### src/rtl/mc_pc_sequencer_if.sv
// Sequencer <-> datapath bundle: IR fields, branch flag, memory handshake,
// memory/IR/regfile strobes, two-step PC protocol strobes and status flags.
interface mc_pc_sequencer_if;
   logic [3:0] opcode;
   logic [5:0] func;
   logic       br_taken;
   logic       mem_ready;
   logic       mem_read;
   logic       mem_write;
   logic       i_or_d;
   logic       ir_write;
   logic       reg_write;
   logic       PCWrite;
   logic       PVSWrite;
   logic [1:0] PCSource;
   logic       wwd_valid;
   logic       num_inst_inc;
   logic       is_halted;
   logic       mem_err;

   modport master (
      input  opcode, func, br_taken, mem_ready,
      output mem_read, mem_write, i_or_d, ir_write, reg_write,
      output PCWrite, PVSWrite, PCSource,
      output wwd_valid, num_inst_inc, is_halted, mem_err
   );

   modport slave (
      output opcode, func, br_taken, mem_ready,
      input  mem_read, mem_write, i_or_d, ir_write, reg_write,
      input  PCWrite, PVSWrite, PCSource,
      input  wwd_valid, num_inst_inc, is_halted, mem_err
   );
endinterface

### src/rtl/mc_pc_sequencer.sv
// Multicycle control FSM for the TSC core: fetch/decode/execute/mem/wb/commit.
// Ports: clk, reset_n (async active-low), bus (mc_pc_sequencer_if.master).
module mc_pc_sequencer #(
   parameter int MEM_TIMEOUT = 255
) (
   input logic                clk,
   input logic                reset_n,
   mc_pc_sequencer_if.master  bus
);

   localparam logic [1:0] PCSRC_SEQ    = 2'd0;
   localparam logic [1:0] PCSRC_OFFSET = 2'd1;
   localparam logic [1:0] PCSRC_JUMP   = 2'd2;

   localparam logic [3:0] OP_ADI = 4'd4;
   localparam logic [3:0] OP_ORI = 4'd5;
   localparam logic [3:0] OP_LHI = 4'd6;
   localparam logic [3:0] OP_LWD = 4'd7;
   localparam logic [3:0] OP_SWD = 4'd8;
   localparam logic [3:0] OP_JMP = 4'd9;
   localparam logic [3:0] OP_JAL = 4'd10;
   localparam logic [3:0] OP_R   = 4'd15;

   localparam logic [5:0] FN_JPR = 6'd25;
   localparam logic [5:0] FN_JRL = 6'd26;
   localparam logic [5:0] FN_WWD = 6'd28;
   localparam logic [5:0] FN_HLT = 6'd29;

   localparam logic [7:0] TMO_LAST = 8'(MEM_TIMEOUT - 1);

   typedef enum logic [2:0] {
      S_INIT, S_IF, S_ID, S_EX, S_MEM, S_WB, S_COMMIT, S_HALT
   } state_t;

   state_t     state;
   logic [3:0] op_q;
   logic [5:0] func_q;
   logic [7:0] cnt;
   logic       taken_q;
   logic       err_q;
   logic       hlt_ret_q;

   logic is_r, is_br, is_alu, is_jpr, is_jrl, is_wwd, is_hlt;
   logic is_mem, is_wb_ex, is_jump, tmo_hit;

   assign is_r     = (op_q == OP_R);
   assign is_br    = (op_q[3:2] == 2'b00);
   assign is_alu   = is_r && (func_q[5:3] == 3'b000);
   assign is_jpr   = is_r && (func_q == FN_JPR);
   assign is_jrl   = is_r && (func_q == FN_JRL);
   assign is_wwd   = is_r && (func_q == FN_WWD);
   assign is_hlt   = is_r && (func_q == FN_HLT);
   assign is_mem   = (op_q == OP_LWD) || (op_q == OP_SWD);
   assign is_wb_ex = (op_q == OP_ADI) || (op_q == OP_ORI) ||
                     (op_q == OP_LHI) || is_alu || is_jrl;
   assign is_jump  = (op_q == OP_JMP) || (op_q == OP_JAL) ||
                     is_jpr || is_jrl;

   // Counter value of the last tolerated wait cycle; 0 disables the check.
   assign tmo_hit  = (MEM_TIMEOUT != 0) && (cnt == TMO_LAST);

   always_ff @(posedge clk or negedge reset_n) begin
      if (!reset_n) begin
         state     <= S_INIT;
         op_q      <= '0;
         func_q    <= '0;
         cnt       <= '0;
         taken_q   <= 1'b0;
         err_q     <= 1'b0;
         hlt_ret_q <= 1'b0;
      end else begin
         hlt_ret_q <= 1'b0;
         unique case (state)
            S_INIT: begin
               cnt   <= '0;
               state <= S_IF;
            end
            S_IF: begin
               if (bus.mem_ready) begin
                  op_q   <= bus.opcode;
                  func_q <= bus.func;
                  state  <= S_ID;
               end else if (tmo_hit) begin
                  err_q <= 1'b1;
                  state <= S_HALT;
               end else begin
                  cnt <= cnt + 8'd1;
               end
            end
            S_ID: begin
               unique case (1'b1)
                  is_hlt: begin
                     hlt_ret_q <= 1'b1;
                     state     <= S_HALT;
                  end
                  (op_q == OP_JMP): state <= S_COMMIT;
                  (op_q == OP_JAL): state <= S_WB;
                  default:          state <= S_EX;
               endcase
            end
            S_EX: begin
               unique case (1'b1)
                  is_br: begin
                     taken_q <= bus.br_taken;
                     state   <= S_COMMIT;
                  end
                  is_mem: begin
                     cnt   <= '0;
                     state <= S_MEM;
                  end
                  is_wb_ex: state <= S_WB;
                  default:  state <= S_COMMIT;
               endcase
            end
            S_MEM: begin
               if (bus.mem_ready) begin
                  state <= (op_q == OP_LWD) ? S_WB : S_COMMIT;
               end else if (tmo_hit) begin
                  err_q <= 1'b1;
                  state <= S_HALT;
               end else begin
                  cnt <= cnt + 8'd1;
               end
            end
            S_WB: state <= S_COMMIT;
            S_COMMIT: begin
               cnt   <= '0;
               state <= S_IF;
            end
            S_HALT: state <= S_HALT;
            default: state <= S_INIT;
         endcase
      end
   end

   logic in_if, in_id, in_ex, in_mem, in_wb, in_commit, in_halt;

   assign in_if     = (state == S_IF);
   assign in_id     = (state == S_ID);
   assign in_ex     = (state == S_EX);
   assign in_mem    = (state == S_MEM);
   assign in_wb     = (state == S_WB);
   assign in_commit = (state == S_COMMIT);
   assign in_halt   = (state == S_HALT);

   assign bus.mem_read     = in_if || (in_mem && (op_q == OP_LWD));
   assign bus.mem_write    = in_mem && (op_q == OP_SWD);
   assign bus.i_or_d       = in_mem;
   assign bus.ir_write     = in_if && bus.mem_ready;
   assign bus.reg_write    = in_wb;
   assign bus.PCWrite      = (in_if && bus.mem_ready) || in_id;
   assign bus.PVSWrite     = in_commit;
   assign bus.wwd_valid    = in_ex && is_wwd;
   assign bus.num_inst_inc = in_commit || hlt_ret_q;
   assign bus.is_halted    = in_halt;
   assign bus.mem_err      = err_q;

   always_comb begin
      bus.PCSource = PCSRC_SEQ;
      if (in_id) begin
         bus.PCSource = PCSRC_OFFSET;
      end else if (in_commit) begin
         if (is_br && taken_q) bus.PCSource = PCSRC_OFFSET;
         else if (is_jump)     bus.PCSource = PCSRC_JUMP;
      end
   end

endmodule

### src/flat_wrapper.sv
// flat-port wrapper written by rule: the top's interface ports become plain ports
module mc_pc_sequencer_flat 
#(
   parameter int MEM_TIMEOUT = 255
)
  (clk, reset_n, bus_opcode, bus_func, bus_br_taken, bus_mem_ready, bus_mem_read, bus_mem_write, bus_i_or_d, bus_ir_write, bus_reg_write, bus_PCWrite, bus_PVSWrite, bus_PCSource, bus_wwd_valid, bus_num_inst_inc, bus_is_halted, bus_mem_err);
  mc_pc_sequencer_if bus_i ();
  input logic clk;
  input logic reset_n;
  input wire logic [$bits(bus_i.opcode)-1:0] bus_opcode;
  input wire logic [$bits(bus_i.func)-1:0] bus_func;
  input wire logic [$bits(bus_i.br_taken)-1:0] bus_br_taken;
  input wire logic [$bits(bus_i.mem_ready)-1:0] bus_mem_ready;
  output wire logic [$bits(bus_i.mem_read)-1:0] bus_mem_read;
  output wire logic [$bits(bus_i.mem_write)-1:0] bus_mem_write;
  output wire logic [$bits(bus_i.i_or_d)-1:0] bus_i_or_d;
  output wire logic [$bits(bus_i.ir_write)-1:0] bus_ir_write;
  output wire logic [$bits(bus_i.reg_write)-1:0] bus_reg_write;
  output wire logic [$bits(bus_i.PCWrite)-1:0] bus_PCWrite;
  output wire logic [$bits(bus_i.PVSWrite)-1:0] bus_PVSWrite;
  output wire logic [$bits(bus_i.PCSource)-1:0] bus_PCSource;
  output wire logic [$bits(bus_i.wwd_valid)-1:0] bus_wwd_valid;
  output wire logic [$bits(bus_i.num_inst_inc)-1:0] bus_num_inst_inc;
  output wire logic [$bits(bus_i.is_halted)-1:0] bus_is_halted;
  output wire logic [$bits(bus_i.mem_err)-1:0] bus_mem_err;
  assign bus_i.opcode = bus_opcode;
  assign bus_i.func = bus_func;
  assign bus_i.br_taken = bus_br_taken;
  assign bus_i.mem_ready = bus_mem_ready;
  assign bus_mem_read = bus_i.mem_read;
  assign bus_mem_write = bus_i.mem_write;
  assign bus_i_or_d = bus_i.i_or_d;
  assign bus_ir_write = bus_i.ir_write;
  assign bus_reg_write = bus_i.reg_write;
  assign bus_PCWrite = bus_i.PCWrite;
  assign bus_PVSWrite = bus_i.PVSWrite;
  assign bus_PCSource = bus_i.PCSource;
  assign bus_wwd_valid = bus_i.wwd_valid;
  assign bus_num_inst_inc = bus_i.num_inst_inc;
  assign bus_is_halted = bus_i.is_halted;
  assign bus_mem_err = bus_i.mem_err;
  mc_pc_sequencer #(.MEM_TIMEOUT(MEM_TIMEOUT)) u_core (.clk(clk), .reset_n(reset_n), .bus(bus_i));
endmodule
### config.mk
export PLATFORM = sky130hd
export DESIGN_NAME = mc_pc_sequencer_flat
export DESIGN_NICKNAME = d
export VERILOG_FILES = /design/src/rtl/mc_pc_sequencer_if.sv /design/src/rtl/mc_pc_sequencer.sv /design/src/flat_wrapper.sv
export SDC_FILE = /design/constraint.sdc
export NUM_CORES = 1
export LEC_CHECK = 0
export ABC_AREA = 0
export BUFFER_PORTS_ARGS = -buffer_cell sky130_fd_sc_hd__buf_2
export CORE_MARGIN = 5
export CORE_UTILIZATION = 55
export DETAILED_ROUTE_END_ITERATION = 7
export PLACE_DENSITY = 0.79
export SKIP_LAST_GASP = 1
export SLEW_MARGIN = 10
export SYNTH_ARGS = -nofsm -noshare
export SYNTH_HDL_FRONTEND = slang
export SYNTH_SLANG_ARGS = --single-unit
### constraint.sdc
create_clock -name clk -period 2.09 [get_ports clk]
set_input_delay 0.1045 -clock clk [delete_from_list [all_inputs] [get_ports clk]]
set_output_delay 0.1045 -clock clk [all_outputs]
set_load 0.02 [all_outputs]
**Word level (Yosys, flattened, before mapping)**

Cells that the tools add are included.

- Bitwise logic cells: 1
- Reduce and logical (&&, ||, !) cells: 31
- Eq/ne operators: 23
- Muxes and demuxes: 17
- Add/subtract/negate cells: 1

Operator list:

| kind | number |
|---|---|
| 6-bit by 5-bit equality test with 1-bit output, second input constant | 4 |
| 8-bit two-way mux | 3 |
| 8-bit case mux with 3 select lines | 1 |
| 3-bit case mux with 7 select lines | 1 |
| 4-bit by 3-bit equality test with 1-bit output, second input constant | 4 |
| 4-bit equality test, second input constant | 4 |
| 3-bit equality test, second input constant | 4 |
| 1-bit logical OR | 11 |
| 1-bit logical AND | 10 |
| 2-bit two-way mux | 5 |
| 3-bit two-way mux | 3 |
| 3-bit case mux with 3 select lines | 1 |
| 8-bit by 1-bit adder with 8-bit output, second input constant | 1 |
| 8-bit equality test, second input constant | 1 |
| 3-bit by 2-bit equality test with 1-bit output, second input constant | 2 |
| 3-bit logical NOT | 2 |
| 2-bit inequality test, second input constant | 2 |
| 2-bit case mux with 2 select lines | 1 |
| 2-bit AND reduction | 2 |
| 4-bit AND reduction | 1 |
| 2-bit OR reduction | 2 |
| 3-bit by 1-bit equality test with 1-bit output, second input constant | 1 |
| 3-bit AND reduction | 1 |
| 3-bit nonzero test | 1 |
| other kinds (4) | 5 |

- Input port bits: 14
- Output and inout port bits: 13
- Word-level logic and storage cells: 80
- Flip-flop bits (word level): 24

**Logic depth before layout (Yosys ltp)**

- Depth in word-level cells: 8
- Gate-level depth with buffers: 7
- Mapped depth without buffers: 6

**Worst setup path before layout**

No wires, ideal clock.

- Path type: register -> register
- Start point: reg u_core.state[2]
- End point: reg u_core.func_q[0]
- Required time: 1965 ps
- Clock period less this slack: 1621 ps
- Setup time: 125 ps
- Path buffers: 1
- Arrival time: 1496 ps
- Stages on the path, launching flop included: 5
- Path slack: 469 ps
- Path through: dfrtp_1 nand2b_1 nor2_1 buf_2 mux2_2

- Longest elaborated chain between the ends: 2

Ends and longest elaborated chain:

| element | line | source |
|---|---|---|
| start, declared | mc_pc_sequencer.sv:35 | `state_t state;` |
| start signal, assigned | mc_pc_sequencer.sv:117 | `state <= (op_q == OP_LWD) ? S_WB : S_COMMIT;` |
| 3-bit by 1-bit equality test with 1-bit output | mc_pc_sequencer.sv:73 | `unique case (state)` |
| 2-bit AND reduction (no source line) | -- |  |
| end signal, assigned | mc_pc_sequencer.sv:81 | `func_q <= bus.func;` |
| end, declared | mc_pc_sequencer.sv:37 | `logic [5:0] func_q;` |

No other way between the ends.
A chain may end at the register's enable or synchronous reset.

**Final worst setup path**

- Start point: reg u_core.op_q[1]
- End point: out bus_wwd_valid

- Longest elaborated chain between the ends: 3

Ends and longest elaborated chain:

| element | line | source |
|---|---|---|
| start, declared | mc_pc_sequencer.sv:36 | `logic [3:0] op_q;` |
| start signal, assigned | mc_pc_sequencer.sv:80 | `op_q <= bus.opcode;` |
| 4-bit equality test | mc_pc_sequencer.sv:46 | `assign is_r = (op_q == OP_R);` |
| 1-bit logical AND | mc_pc_sequencer.sv:51 | `assign is_wwd = is_r && (func_q == FN_WWD);` |
| 1-bit logical AND | mc_pc_sequencer.sv:153 | `assign bus.wwd_valid = in_ex && is_wwd;` |
| end, declared | flat_wrapper.sv:22 | `output wire logic [$bits(bus_i.wwd_valid)-1:0] bus_wwd_valid;` |

No other way between the ends.

==> results.ini <==
[run_status]
status=complete, no violations

[hold_path]
hold_path_class=in2reg
min_delay_path_depth=2

[cells_and_area]
final_area_sq_um=1710
final_common_cell=buf_2
drive_gt1_share_pct=27.2
multi_input_area_sq_um=871
fillCellCount=243
fin_util_pct=62.7
n_antenna_cell=0
layout.cells.most_common_list=26 x buf_2, 24 x dfrtp_1, 11 x nor2_1, 10 x nand2b_1, 10 x mux2_2
area_growth_pct=9.96
nets=198
seqCellArea_sq_um=601

[global_routing]
gr-max-usage-layer=met2
grt_pass1_wl_um=5710
grt_overflow=0
grt_max_degree=25
track_usage_pct=17.3
met2_usage_pct=28.1
globalRouteMet1Util_pct=22.7
grt_pass1_vias=1278
antenna_found_initial=0
grtUsageMet3_pct=3.55

[drt]
drtIter0Drc=84
vias=1286
avgViaCountPerCell=6.09
antenna_left=0
drc=0
first_pass_iters=4
totalWireLength_um=3360
avgRoutedWirePerCell_um=15.9

[setup_path]
crit_path_cell_trace=nand4b_1 -> nor4_2 -> nor3b_1 -> buf_2
r2r.worst_path.cells=4
setup.worst_path.end_class=primary output
cp.arrival_ps=1830
worstSetupPathType=reg2out
critPathMaxStageDelay_ps=550
start_kind=flop
required_ps=1990
ff2ff_setup_slack_ps=280
startpoint=u_core.op_q[1]$_DFFE_PN0P_
cpMaxStageDelayCell=dfrtp_1
critPathCapture=bus_wwd_valid
worstReg2RegStart=u_core.state[0]$_DFF_PN0_
rr_endpoint=u_core.cnt[5]$_DFFE_PN0P_
crit_fanout=9

[clock_tree]
cts_setup_buffers=0
insertion_delay_ps=310
cts_made_buffers=3
h-tree-depth=1
cts_tree=built
cts.sinks=24
cts_buffer_depth=2
path_clk_slew_ps=130
cts_root_buf=clkbuf_4

[sta]
tightest_slew_ps=533
period_share_pct=92.7
min_period_ps=1940
rsz0062_at_grt=no
slew-limit-headroom_pct=64.5
timing.fmax_mhz=516
finClkSkew_ps=12.2
slew_viol_final=0
hold_viol_final=0
whs_ps=18.0
final-setup-viol-count=0
setup_tns_ps=0

[synthesis]
yosysSeqAreaShare_pct=38.6
synth_edf_count=0
syn-cell-area_sq_um=1560
synth.ff_latch_count=24
syn_area_per_cell_sq_um=9.86
synth_nets=174
ys_warn_count=0
syn_inst=158
synthDistinctLibCells=56
synth_flop_cell=dfrtp_1
synthArstFlopShare_pct=100

[floorplanning]
die_h_um=63.2
die-area_sq_um=4000
die_w_um=63.2
core_area_sq_um=2730
pin_count=27
rows=19
initial_core_util_pct=57.0

[power]
irDropWorstVdd_v=0.000968
finalPower_mw=2.12
power.density_nw_per_um2=1240
p_leak_nw=0.802

[place]
hpwl_um=2510
io_buffer_count=26
place.gp.congestion=0.904
placed_area_sq_um=1660

[run]
maxCapViolations=0

-- repair_timing --
action | in CTS | in global routing
endpoints found under the hold margin | 25 | 0
setup endpoints to repair | 0 | 1
hold buffers | 2 | 0
gates resized for setup | 0 | 1
-- worst max-delay path: cells and delay by family (launching register included) --
kind | cells | cell delay, ps
and+or+nand+nor | 3 | 800
DFF | 1 | 550
buffers and inverters | 1 | 200
-- metal layers --
layer / wire length, um / share of wire (%)
met3: 168 / 5.0
met2: 1670 / 50
met4: 20 / 0.60
met5: 0 / 0
met1: 1500 / 45
-- logic make-up (layout without fill, tap and decap cells) --
family          after synthesis  after routing  synth area share [%]
compound gates               35             35                  17.0
xor+xnor                      2              2                  1.12
fa+ha+maj                     2              2                  1.61
buf+inv                      16             38                  5.94
flops                        24             24                  38.6
mux                          11             11                  7.87
simple gates                 68             68                  27.9
-- Yosys cell counts (all sizes together) (2+ instances only) --
master | n | share of area (%)
dfrtp | 24 | 39
nor2 | 11 | 2.7
mux2 | 10 | 7.2
nand2b | 10 | 4.0
buf | 8 | 3.9
nand2 | 7 | 1.7
inv | 6 | 1.4
nand3 | 6 | 1.9
a21oi | 5 | 1.6
nor3 | 5 | 1.9
o22a | 5 | 2.8
a31oi | 4 | 1.6
nor3b | 4 | 1.9
and3 | 3 | 1.2
nand3b | 3 | 1.4
nor4 | 3 | 1.2
o21ai | 3 | 0.96
a21o | 2 | 0.96
clkbuf | 2 | 0.56
ha | 2 | 1.6
nor4b | 2 | 2.1
o21bai | 2 | 0.96
o221ai | 2 | 1.5
o2bb2ai | 2 | 1.1
or2 | 2 | 0.80
or3 | 2 | 0.88
xnor2 | 2 | 1.1
-- sequential cells by signal, indices dropped and copies added, names as in the netlist --
name and count:
u_core.state 3, u_core.hlt_ret_q 1, u_core.cnt 8, u_core.bus.mem_err 1
u_core.func_q 6, u_core.taken_q 1, u_core.op_q 4
-- per-stage QoR --
step | std cells | worst slack (ps)
finish | 211 | 152
global route | 211 | 23.5
CTS | 211 | 93.4
detailed placement | 206 | 323
global placement | 206 | 405
floorplan | 158 | 469
-- power breakdown --
group          leakage (nW)  switching [mW]  total (mW)  internal [mW]
Sequential            0.302           0.298       0.913          0.615
Combinational         0.486           0.541        1.01          0.469
Clock                0.0138           0.127       0.194         0.0672
-- cell type report --
type / count / area share, %
Tap cell: 31 / 2.26
Clock buffer: 3 / 1.31
Multi-Input combinational cell: 118 / 50.8
Inverter: 6 / 1.31
Timing Repair Buffer: 29 / 9.20
Sequential cell: 24 / 35.1
-- worst min path at each step --
stage / from / to / slack, ps
finish: bus_func[0] / u_core.func_q[0]$_DFFE_PN0P_ / 20
global route: bus_opcode[3] / u_core.op_q[3]$_DFFE_PN0P_ / 0.3
CTS: bus_func[4] / u_core.func_q[4]$_DFFE_PN0P_ / 4
detailed placement: reset_n / u_core.op_q[1]$_DFFE_PN0P_ / 130
global placement: reset_n / u_core.func_q[5]$_DFFE_PN0P_ / 120
floorplan: reset_n / u_core.bus.mem_err$_DFFE_PN0P_ / -190
(Power assumes the default switching activity.)
